--- config.mk ---
export PLATFORM = sky130hd
export DESIGN_NAME = bf_exec_sequencer_flat
export DESIGN_NICKNAME = d
export VERILOG_FILES = /design/src/rtl/bf_pkg.sv /design/src/rtl/bf_exec_sequencer_if.sv /design/src/rtl/bf_exec_sequencer.sv /design/src/flat_wrapper.sv
export SDC_FILE = /design/constraint.sdc
export NUM_CORES = 1
export LEC_CHECK = 0
export BUFFER_PORTS_ARGS = -buffer_cell sky130_fd_sc_hd__buf_2
export CORE_UTILIZATION = 45
export DETAILED_ROUTE_END_ITERATION = 10
export GPL_TIMING_DRIVEN = 0
export PLACE_DENSITY_LB_ADDON = 0.25
export SYNTH_ARGS = -nofsm -noshare
export SYNTH_HDL_FRONTEND = slang
export SYNTH_SLANG_ARGS = --single-unit
--- constraint.sdc ---
create_clock -name clk -period 3.55 [get_ports clk]
set_input_delay 0.355 -clock clk [delete_from_list [all_inputs] [get_ports clk]]
set_output_delay 0.355 -clock clk [all_outputs]
set_load 0.01 [all_outputs]
--- src/rtl/bf_pkg.sv ---
// Shared definitions for the bf CPU: opcode bytes and the fetch/execute sequencer states.
// BF_SINGLE_STEP_EN adds the PAUSE state used for single-stepping.
package bf_pkg;

    localparam logic [7:0] OP_INC   = 8'h2B;
    localparam logic [7:0] OP_DEC   = 8'h2D;
    localparam logic [7:0] OP_RIGHT = 8'h3E;
    localparam logic [7:0] OP_LEFT  = 8'h3C;
    localparam logic [7:0] OP_OUT   = 8'h2E;
    localparam logic [7:0] OP_IN    = 8'h2C;
    localparam logic [7:0] OP_LOOP  = 8'h5B;
    localparam logic [7:0] OP_END   = 8'h5D;
    localparam logic [7:0] OP_HALT  = 8'h00;

    typedef enum logic [2:0] {
        ST_IDLE     = 3'd0,
        ST_FETCH    = 3'd1,
        ST_EXEC     = 3'd2,
        ST_IN_WAIT  = 3'd3,
        ST_OUT_WAIT = 3'd4,
        ST_HALT     = 3'd5
`ifdef BF_SINGLE_STEP_EN
        , ST_PAUSE  = 3'd6
`endif
    } seq_state_e;

endpackage

--- src/rtl/bf_exec_sequencer_if.sv ---
// Instruction-fetch and byte-stream handshakes between the bf sequencer (master)
// and the instruction memory / I/O endpoints (slave).
interface bf_exec_sequencer_if #(
    parameter int WIDTH = 8,
    parameter int PC_W  = 10
);
    logic             imem_req;
    logic [PC_W-1:0]  imem_addr;
    logic             imem_ack;
    logic [WIDTH-1:0] imem_rdata;
    logic             in_valid;
    logic             in_ready;
    logic             out_valid;
    logic             out_ready;

    modport master (
        output imem_req, imem_addr, in_ready, out_valid,
        input  imem_ack, imem_rdata, in_valid, out_ready
    );

    modport slave (
        input  imem_req, imem_addr, in_ready, out_valid,
        output imem_ack, imem_rdata, in_valid, out_ready
    );
endinterface

--- src/rtl/bf_exec_sequencer.sv ---
// bf CPU fetch/execute sequencer: owns the PC, the fetch handshake, the I/O stalls
// and the single-cycle datapath commit strobe. BF_SINGLE_STEP_EN adds a step input.
module bf_exec_sequencer
    import bf_pkg::*;
#(
    parameter int WIDTH = 8,
    parameter int PC_W  = 10,
    parameter int CNT_W = 16
) (
    input  logic                clk,
    input  logic                rst,
    input  logic                start,
`ifdef BF_SINGLE_STEP_EN
    input  logic                step,
`endif
    output logic                busy,
    output logic                halted,
    output logic                overflow,
    bf_exec_sequencer_if.master bus,
    output logic [WIDTH-1:0]    instruction,
    input  logic                dec_inp_gate,
    input  logic                dec_out_load,
    input  logic                dec_prc_load,
    input  logic [PC_W-1:0]     jump_addr,
    output logic                dp_commit,
    output logic [CNT_W-1:0]    instr_count
);

    localparam logic [PC_W-1:0]  PC_MAX  = {PC_W{1'b1}};
    localparam logic [PC_W-1:0]  PC_ONE  = {{(PC_W-1){1'b0}}, 1'b1};
    localparam logic [CNT_W-1:0] CNT_MAX = {CNT_W{1'b1}};
    localparam logic [CNT_W-1:0] CNT_ONE = {{(CNT_W-1){1'b0}}, 1'b1};
`ifdef BF_SINGLE_STEP_EN
    localparam seq_state_e ST_ADV = ST_PAUSE;
`else
    localparam seq_state_e ST_ADV = ST_FETCH;
`endif

    seq_state_e       state_q, state_d;
    logic [PC_W-1:0]  pc_q, pc_d;
    logic [WIDTH-1:0] instr_q, instr_d;
    logic [CNT_W-1:0] cnt_q, cnt_d;
    logic             ovf_q, ovf_d;
    logic             commit_s;
    logic             in_ready_s;
    logic             clr_s;
    logic             at_end_s;
    logic [PC_W-1:0]  pc_next_s;

    // PC advance target; the last address without a jump ends the program.
    always_comb begin
        at_end_s  = (!dec_prc_load) && (pc_q == PC_MAX);
        if (dec_prc_load) begin
            pc_next_s = jump_addr;
        end else begin
            pc_next_s = pc_q + PC_ONE;
        end
    end

    // Sequencer next-state, commit strobe and PC/instruction next values.
    always_comb begin
        state_d    = state_q;
        pc_d       = pc_q;
        instr_d    = instr_q;
        ovf_d      = ovf_q;
        commit_s   = 1'b0;
        in_ready_s = 1'b0;
        clr_s      = 1'b0;
        case (state_q)
            ST_IDLE: begin
                if (start) begin
                    state_d = ST_FETCH;
                    pc_d    = {PC_W{1'b0}};
                    ovf_d   = 1'b0;
                    clr_s   = 1'b1;
                end else begin
                    state_d = ST_IDLE;
                end
            end
            ST_FETCH: begin
                if (bus.imem_ack) begin
                    instr_d = bus.imem_rdata;
                    if (bus.imem_rdata == {WIDTH{1'b0}}) begin
                        state_d = ST_HALT;
                    end else begin
                        state_d = ST_EXEC;
                    end
                end else begin
                    state_d = ST_FETCH;
                end
            end
            ST_EXEC: begin
                if (dec_inp_gate) begin
                    state_d = ST_IN_WAIT;
                end else begin
                    commit_s = 1'b1;
                    if (dec_out_load) begin
                        state_d = ST_OUT_WAIT;
                    end else if (at_end_s) begin
                        ovf_d   = 1'b1;
                        state_d = ST_HALT;
                    end else begin
                        pc_d    = pc_next_s;
                        state_d = ST_ADV;
                    end
                end
            end
            ST_IN_WAIT: begin
                if (bus.in_valid) begin
                    commit_s   = 1'b1;
                    in_ready_s = 1'b1;
                    if (at_end_s) begin
                        ovf_d   = 1'b1;
                        state_d = ST_HALT;
                    end else begin
                        pc_d    = pc_next_s;
                        state_d = ST_ADV;
                    end
                end else begin
                    state_d = ST_IN_WAIT;
                end
            end
            // The output byte was committed on EXEC; only the send waits here.
            ST_OUT_WAIT: begin
                if (bus.out_ready) begin
                    if (at_end_s) begin
                        ovf_d   = 1'b1;
                        state_d = ST_HALT;
                    end else begin
                        pc_d    = pc_next_s;
                        state_d = ST_ADV;
                    end
                end else begin
                    state_d = ST_OUT_WAIT;
                end
            end
            ST_HALT: begin
                state_d = ST_HALT;
            end
`ifdef BF_SINGLE_STEP_EN
            ST_PAUSE: begin
                if (step) begin
                    state_d = ST_FETCH;
                end else begin
                    state_d = ST_PAUSE;
                end
            end
`endif
            default: begin
                state_d = ST_IDLE;
            end
        endcase
    end

    // Retired-instruction counter: cleared on start, saturates at all ones.
    always_comb begin
        if (clr_s) begin
            cnt_d = {CNT_W{1'b0}};
        end else if (commit_s && (cnt_q != CNT_MAX)) begin
            cnt_d = cnt_q + CNT_ONE;
        end else begin
            cnt_d = cnt_q;
        end
    end

    // State and datapath-control registers.
    always_ff @(posedge clk or posedge rst) begin
        if (rst) begin
            state_q <= ST_IDLE;
            pc_q    <= {PC_W{1'b0}};
            instr_q <= {WIDTH{1'b0}};
            cnt_q   <= {CNT_W{1'b0}};
            ovf_q   <= 1'b0;
        end else begin
            state_q <= state_d;
            pc_q    <= pc_d;
            instr_q <= instr_d;
            cnt_q   <= cnt_d;
            ovf_q   <= ovf_d;
        end
    end

    assign bus.imem_req  = (state_q == ST_FETCH);
    assign bus.imem_addr = pc_q;
    assign bus.out_valid = (state_q == ST_OUT_WAIT);
    assign bus.in_ready  = in_ready_s;
    assign dp_commit     = commit_s;
    assign instruction   = instr_q;
    assign instr_count   = cnt_q;
    assign overflow      = ovf_q;
    assign halted        = (state_q == ST_HALT);
    assign busy          = (state_q != ST_IDLE) && (state_q != ST_HALT);

endmodule

--- src/flat_wrapper.sv ---
// flat-port wrapper written by rule: the top's interface ports become plain ports
module bf_exec_sequencer_flat import bf_pkg::*;
#(
    parameter int WIDTH = 8,
    parameter int PC_W  = 10,
    parameter int CNT_W = 16
)
  (clk, rst, start, busy, halted, overflow, instruction, dec_inp_gate, dec_out_load, dec_prc_load, jump_addr, dp_commit, instr_count, bus_imem_req, bus_imem_addr, bus_in_ready, bus_out_valid, bus_imem_ack, bus_imem_rdata, bus_in_valid, bus_out_ready);
  bf_exec_sequencer_if #(.WIDTH(WIDTH), .PC_W(PC_W)) bus_i ();
  input  logic clk;
  input  logic rst;
  input  logic start;
  output logic busy;
  output logic halted;
  output logic overflow;
  output logic [WIDTH-1:0] instruction;
  input  logic dec_inp_gate;
  input  logic dec_out_load;
  input  logic dec_prc_load;
  input  logic [PC_W-1:0] jump_addr;
  output logic dp_commit;
  output logic [CNT_W-1:0] instr_count;
  output wire logic [$bits(bus_i.imem_req)-1:0] bus_imem_req;
  output wire logic [$bits(bus_i.imem_addr)-1:0] bus_imem_addr;
  output wire logic [$bits(bus_i.in_ready)-1:0] bus_in_ready;
  output wire logic [$bits(bus_i.out_valid)-1:0] bus_out_valid;
  input wire logic [$bits(bus_i.imem_ack)-1:0] bus_imem_ack;
  input wire logic [$bits(bus_i.imem_rdata)-1:0] bus_imem_rdata;
  input wire logic [$bits(bus_i.in_valid)-1:0] bus_in_valid;
  input wire logic [$bits(bus_i.out_ready)-1:0] bus_out_ready;
  assign bus_imem_req = bus_i.imem_req;
  assign bus_imem_addr = bus_i.imem_addr;
  assign bus_in_ready = bus_i.in_ready;
  assign bus_out_valid = bus_i.out_valid;
  assign bus_i.imem_ack = bus_imem_ack;
  assign bus_i.imem_rdata = bus_imem_rdata;
  assign bus_i.in_valid = bus_in_valid;
  assign bus_i.out_ready = bus_out_ready;
  bf_exec_sequencer #(.WIDTH(WIDTH), .PC_W(PC_W), .CNT_W(CNT_W)) u_core (.clk(clk), .rst(rst), .start(start), .busy(busy), .halted(halted), .overflow(overflow), .bus(bus_i), .instruction(instruction), .dec_inp_gate(dec_inp_gate), .dec_out_load(dec_out_load), .dec_prc_load(dec_prc_load), .jump_addr(jump_addr), .dp_commit(dp_commit), .instr_count(instr_count));
endmodule
==> results.yml, run 1 <==
drt:
  avgViaCountPerCell: 5.50
  vias: 2084
  ant_nets: 0
  drt_wl_total_um: 5300
  dr.pass1.iters: 4
  wire_per_inst_um: 14.0
  drt_iter0_drc: 133
  drc_errors: 0
critical_path:
  path_max_fanout: 6
  crit_required_ps: 3740
  cp-start-kind: "flip-flop"
  cp.arrival_ps: 2200
  crit_type: "reg2reg"
  cp-end-kind: "flip-flop"
clock_tree:
  cts_max_level: 2
  cts_hold_buf: 0
  clock_latency_ps: 300
  cts_tree: "built"
  cts_inserted_buffers: 5
  clk_path_buf_depth: 2
  cts_resized: 0
  cts.clk_slew.worst_paths_ps: 70
  root_buffer: "clkbuf_8"
  post_cts_buffers: 0
  cts.sinks: 38
yosys:
  yosys.area_share.simple: 0.286
  synth.top_cell.area_share: 0.424
  synthFlopType: "dfrtp_1"
  synth_top_family_by_area: "simple AND/OR/NAND/NOR gates"
  synthAdderAreaFrac: 0.0112
  synth_cell_types: 48
  ys_seq_elements: 38
  syn_area_per_cell_um2: 9.43
  synth_area_mm2: 0.00224
  synthMuxAreaShare: 0.0535
  synth_edf_count: 0
  syn-num-nets: 267
  syn_inst: 238
  ys.warnings.count: 0
  ys_async_sr_fraction: 1.00
  synth_compound_area_frac: 0.133
  synth_largest_area_cell: "dfrtp_1"
  synth_xor_area_frac: 0.0547
  yosys-top-cells-area: "dfrtp_1, o21ai_0, nor2_1"
  synth_seq_area_share: 0.424
cells_and_area:
  drive_above_1_share: 0.304
  fillCellCount: 464
  synthToLayoutAreaGrowth_pct: 22.1
  fin_cells: 379
  nets: 341
  n_antenna_cell: 0
grt:
  track_usage: 0.221
  antenna_found_initial: 0
  grt_max_degree: 39
  grt_pass1_vias: 1840
  grt_pass1_wl_um: 8830
  grt_overflow: 0
job:
  drv_cap: 0
placed_design:
  numPlacedInstances: 372
  detailedPlacementHpwl_um: 3950
  port-buffer-count: 67
  gp_congestion: 0.833
outcome:
  status: "finished clean"
die:
  ios: 68
  die_area_mm2: 0.00527
  core_area_mm2: 0.00475
  start_util: 0.472
  die-width_um: 72.6
  rows: 25
  die_height_um: 72.6
pwr:
  seq_power_share: 0.408
  clock_power_share: 0.171
  p_total_mw: 1.66
  p_leak_nw: 1.28
  intPower_mw: 1.01
  power_density_mw_per_mm2: 608
  p_sw_mw: 0.657
  swShare: 0.395
  ir_drop_v: 0.000361
  p_comb_frac: 0.421
timing:
  fin_setup_tns_ps: 0
  post-route-period-util: 0.566
  slew_violations: 0
  worstMarginPinSlew_ps: 812
  max_freq_mhz: 498
  hold_ws_ps: 209
  skew_ps: 6.08
  relSlewSlack: 0.458
  setup_viol: 0
  rsz0062_at_grt: "false"
  min_period_ps: 2010
  finalHoldViolCount: 0
hold_path:
  hold_path.class: "in2async"
[cell families after synthesis]
family	Yosys count
buffers and inverters	16
XOR/XNOR	14
AND/OR/NAND/NOR	108
adder cells (fa/ha/maj)	2
flip-flops	38
multiplexers	11
AO/OA/AOI/OAI	49
[per-stage QoR]
stage	cell area (um^2)	utilization	setup WS [ps]
after floorplan	2240	-	1770
after global placement	2660	0.560	1520
after detailed placement	2660	0.560	1540
after CTS	2740	0.576	1530
after global routing	2740	0.576	1290
final	2740	0.576	1540
[final timing paths]
kind                                                     startpoint  slack, ps  depth (start not counted)                             endpoint
worst min-delay path                                            rst        210                          2    u_core.instruction[0]$_DFFE_PP0P_
worst max register to register  u_core.bus.imem_addr[0]$_DFFE_PP0P_       1540                          7  u_core.bus.imem_addr[8]$_DFFE_PP0P_
max in group asynchronous                                       rst       2830                          2   u_core.instr_count[14]$_DFFE_PP0P_
min in group clk                                  bus_imem_rdata[3]        300                          2    u_core.instruction[3]$_DFFE_PP0P_
worst min register to register    u_core.instruction[6]$_DFFE_PP0P_        500                          1    u_core.instruction[6]$_DFFE_PP0P_
worst max-delay path            u_core.bus.imem_addr[0]$_DFFE_PP0P_       1540                          7  u_core.bus.imem_addr[8]$_DFFE_PP0P_
[state kept, by name (all words and copies together), names as in the netlist]
signal                count
u_core.instr_count       16
u_core.state_q            3
u_core.bus.imem_addr     10
u_core.instruction        8
u_core.overflow           1
[cells in the final DEF, fill, tap and decap left out, types with 6 or more instances in the layout]
master,n
nand3_1,9
nand2_1,14
nor2_1,26
buf_2,71
nand4_1,6
xnor2_1,11
a21oi_1,11
mux2_2,8
nor3_1,6
nor4_1,7
o21ai_0,21
dfrtp_1,38
[area by class of cell]
class,count,area [um^2],area share
inverters,6,22.5,0.00822
well taps,67,83.8,0.0306
clock buffers,7,76.3,0.0279
plain buffers,10,61.3,0.0224
flip-flops and latches,38,951,0.347
multi-input cells,184,1210,0.441
repair buffers,67,335,0.122
[worst max-delay path, stage by stage (launching register included)]
cell and delay (ps):
dfrtp_1 440, ha_1 220, and3_1 160, buf_2 160, nand2_1 100, nor3b_1 490, nor3b_2 120, a22o_1 220
[Yosys cell counts (5+ instances only)]
master,n
nor2_1,26
dfrtp_1,38
nand2b_1,5
a21oi_1,11
mux2_2,8
xnor2_1,11
nor4_1,7
nand3_1,9
o21ai_0,21
nor3_1,6
nand2_1,14
nor2b_1,5
nor3b_1,5
nand4_1,6
inv_1,6
[layer usage]
| metal | vias to the layer above | part of all wire | track usage |
|---|---|---|---|
| met4 | 0 | 0.020 | 0.0784 |
| met1 | 994 | 0.47 | 0.295 |
| met5 | - | 0 | 0 |
| met2 | 58 | 0.46 | 0.347 |
| li1 | 1022 | - | - |
| met3 | 10 | 0.049 | 0.0580 |
[power by group through the flow]
stage	sequential, mW	combinational (mW)	clock, mW
floorplan	0.719	0.415	0
global placement	0.680	0.690	0
detailed placement	0.684	0.705	0
CTS	0.678	0.706	0.295
global route	0.701	0.772	0.311
finish	0.679	0.701	0.285
Power figures use the tool's default switching activity.
==> run 2, diff against run 1 <==
clock period = 1.84 ns   (was 3.55 ns; I/O delays follow)
==> results.yml, run 2 (synthesis results as in run 1) <==
drt:
  drt_iter0_drc: 140
  drc_errors: 0
  wire_per_inst_um: 14.7
  vias: 2126
  avgViaCountPerCell: 5.54
  drt_wl_total_um: 5640
  ant_nets: 0
  dr.pass1.iters: 4
clock_tree:
  root_buffer: "clkbuf_8"
  cts.sinks: 38
  cts_inserted_buffers: 5
  cts.clk_slew.worst_paths_ps: 70
  cts_max_level: 2
  clock_latency_ps: 300
  clk_path_buf_depth: 2
  cts_tree: "built"
critical_path:
  crit_required_ps: 2050
  cp.arrival_ps: 1970
  cp-start-kind: "flip-flop"
  cp-end-kind: "flip-flop"
  crit_type: "reg2reg"
  path_max_fanout: 6
grt:
  met2_usage: 0.353
  grt_pass1_wl_um: 8870
  grt_max_degree: 39
  grt_pass1_vias: 1858
  grt_overflow: 0
  busiest_layer: "met2"
  antenna_found_initial: 0
  use_met3: 0.0580
  use_met1: 0.293
  track_usage: 0.222
timing:
  max_freq_mhz: 566
  relSlewSlack: 0.448
  post-route-period-util: 0.961
  fin_setup_tns_ps: 0
  setup_viol: 0
  rsz0062_at_grt: "true"
  min_period_ps: 1770
  skew_ps: 5.65
  slew_violations: 0
  finalHoldViolCount: 0
  worstMarginPinSlew_ps: 827
cells_and_area:
  final_common_cell: "buf_2"
  drive_above_1_share: 0.350
  fillCellCount: 450
  synthToLayoutAreaGrowth_pct: 26.7
  n_antenna_cell: 0
  most-common-layout-cells: "buf_2, dfrtp_1, nor2_1"
  fin_cells: 384
  largest_register_ffs: 16
  stdcell_area_mm2: 0.00284
  nets: 346
outcome:
  status: "finished clean"
placed_design:
  detailedPlacementHpwl_um: 3950
  port-buffer-count: 67
  placed_area_mm2: 0.00266
  gp_congestion: 0.833
  numPlacedInstances: 372
die:
  die_area_mm2: 0.00527
  die_height_um: 72.6
  die-width_um: 72.6
  ios: 68
  start_util: 0.472
  core_area_mm2: 0.00475
  rows: 25
pwr:
  power_density_mw_per_mm2: 1180
  ir_drop_v: 0.000720
  p_leak_nw: 1.33
job:
  drv_cap: 0
hold_path:
  hold_path.class: "in2async"
## run 2: cell type report
cell class / count / area, um^2 / area share
multi-input combinational: 184 / 1270 / 0.447
sequential: 38 / 952 / 0.335
timing repair buffer: 73 / 380 / 0.134
tap: 67 / 83.8 / 0.0295
clock buffer: 7 / 76.3 / 0.0268
buffer: 9 / 56.3 / 0.0198
inverter: 6 / 22.5 / 0.00792
## run 2: routing by layer
layer / vias up / part of all wire
li1: 1030 / -
met1: 1003 / 0.45
met2: 83 / 0.47
met3: 10 / 0.056
met4: 0 / 0.021
met5: - / 0
## run 2: what timing repair did
action	4_1_cts	5_1_grt
hold buffers	0	0
pin swaps	0	4
resized for setup	3	11
endpoints found under the setup margin	14	30
buffers inserted	0	6
## run 2: path summary, 6_finish.rpt
path	startpoint	end	slack, ps	depth (start not counted)
min	rst	u_core.instruction[0]$_DFFE_PP0P_	30	2
max	u_core.bus.imem_addr[0]$_DFFE_PP0P_	u_core.bus.imem_addr[0]$_DFFE_PP0P_	70	6
min in group clk	bus_imem_rdata[3]	u_core.instruction[3]$_DFFE_PP0P_	120	2
min reg2reg	u_core.instruction[6]$_DFFE_PP0P_	u_core.instruction[6]$_DFFE_PP0P_	510	1
max in group asynchronous	rst	u_core.bus.imem_addr[0]$_DFFE_PP0P_	1230	2
max reg2reg	u_core.bus.imem_addr[0]$_DFFE_PP0P_	u_core.bus.imem_addr[0]$_DFFE_PP0P_	70	6
## run 2: power by group
group	total, mW	switching [mW]	internal [mW]	leakage, nW
sequential	1.31	0.232	1.07	0.502
clock	0.559	0.298	0.261	0.0383
combinational	1.48	0.800	0.677	0.794
## run 2: worst max-delay path: stages, from the launching register on
cell	delay, ps
dfrtp_2	400
ha_2	200
and3_1	290
nand4b_1	300
a211oi_1	310
a31oi_1	60
o21ai_0	110
## run 2: per-stage QoR
stage / total power [mW] / worst slack (ps) / hold slack (ps) / utilization
final: 3.34 / 72.2 / 34.9 / 0.598
after CTS: 3.26 / 20.1 / 62.0 / 0.580
after global routing: 3.57 / -41.0 / 121 / 0.598
after floorplan: 2.19 / 55.1 / 336 / -
after detailed placement: 2.68 / -166 / 389 / 0.560
after global placement: 2.64 / -187 / 429 / 0.560
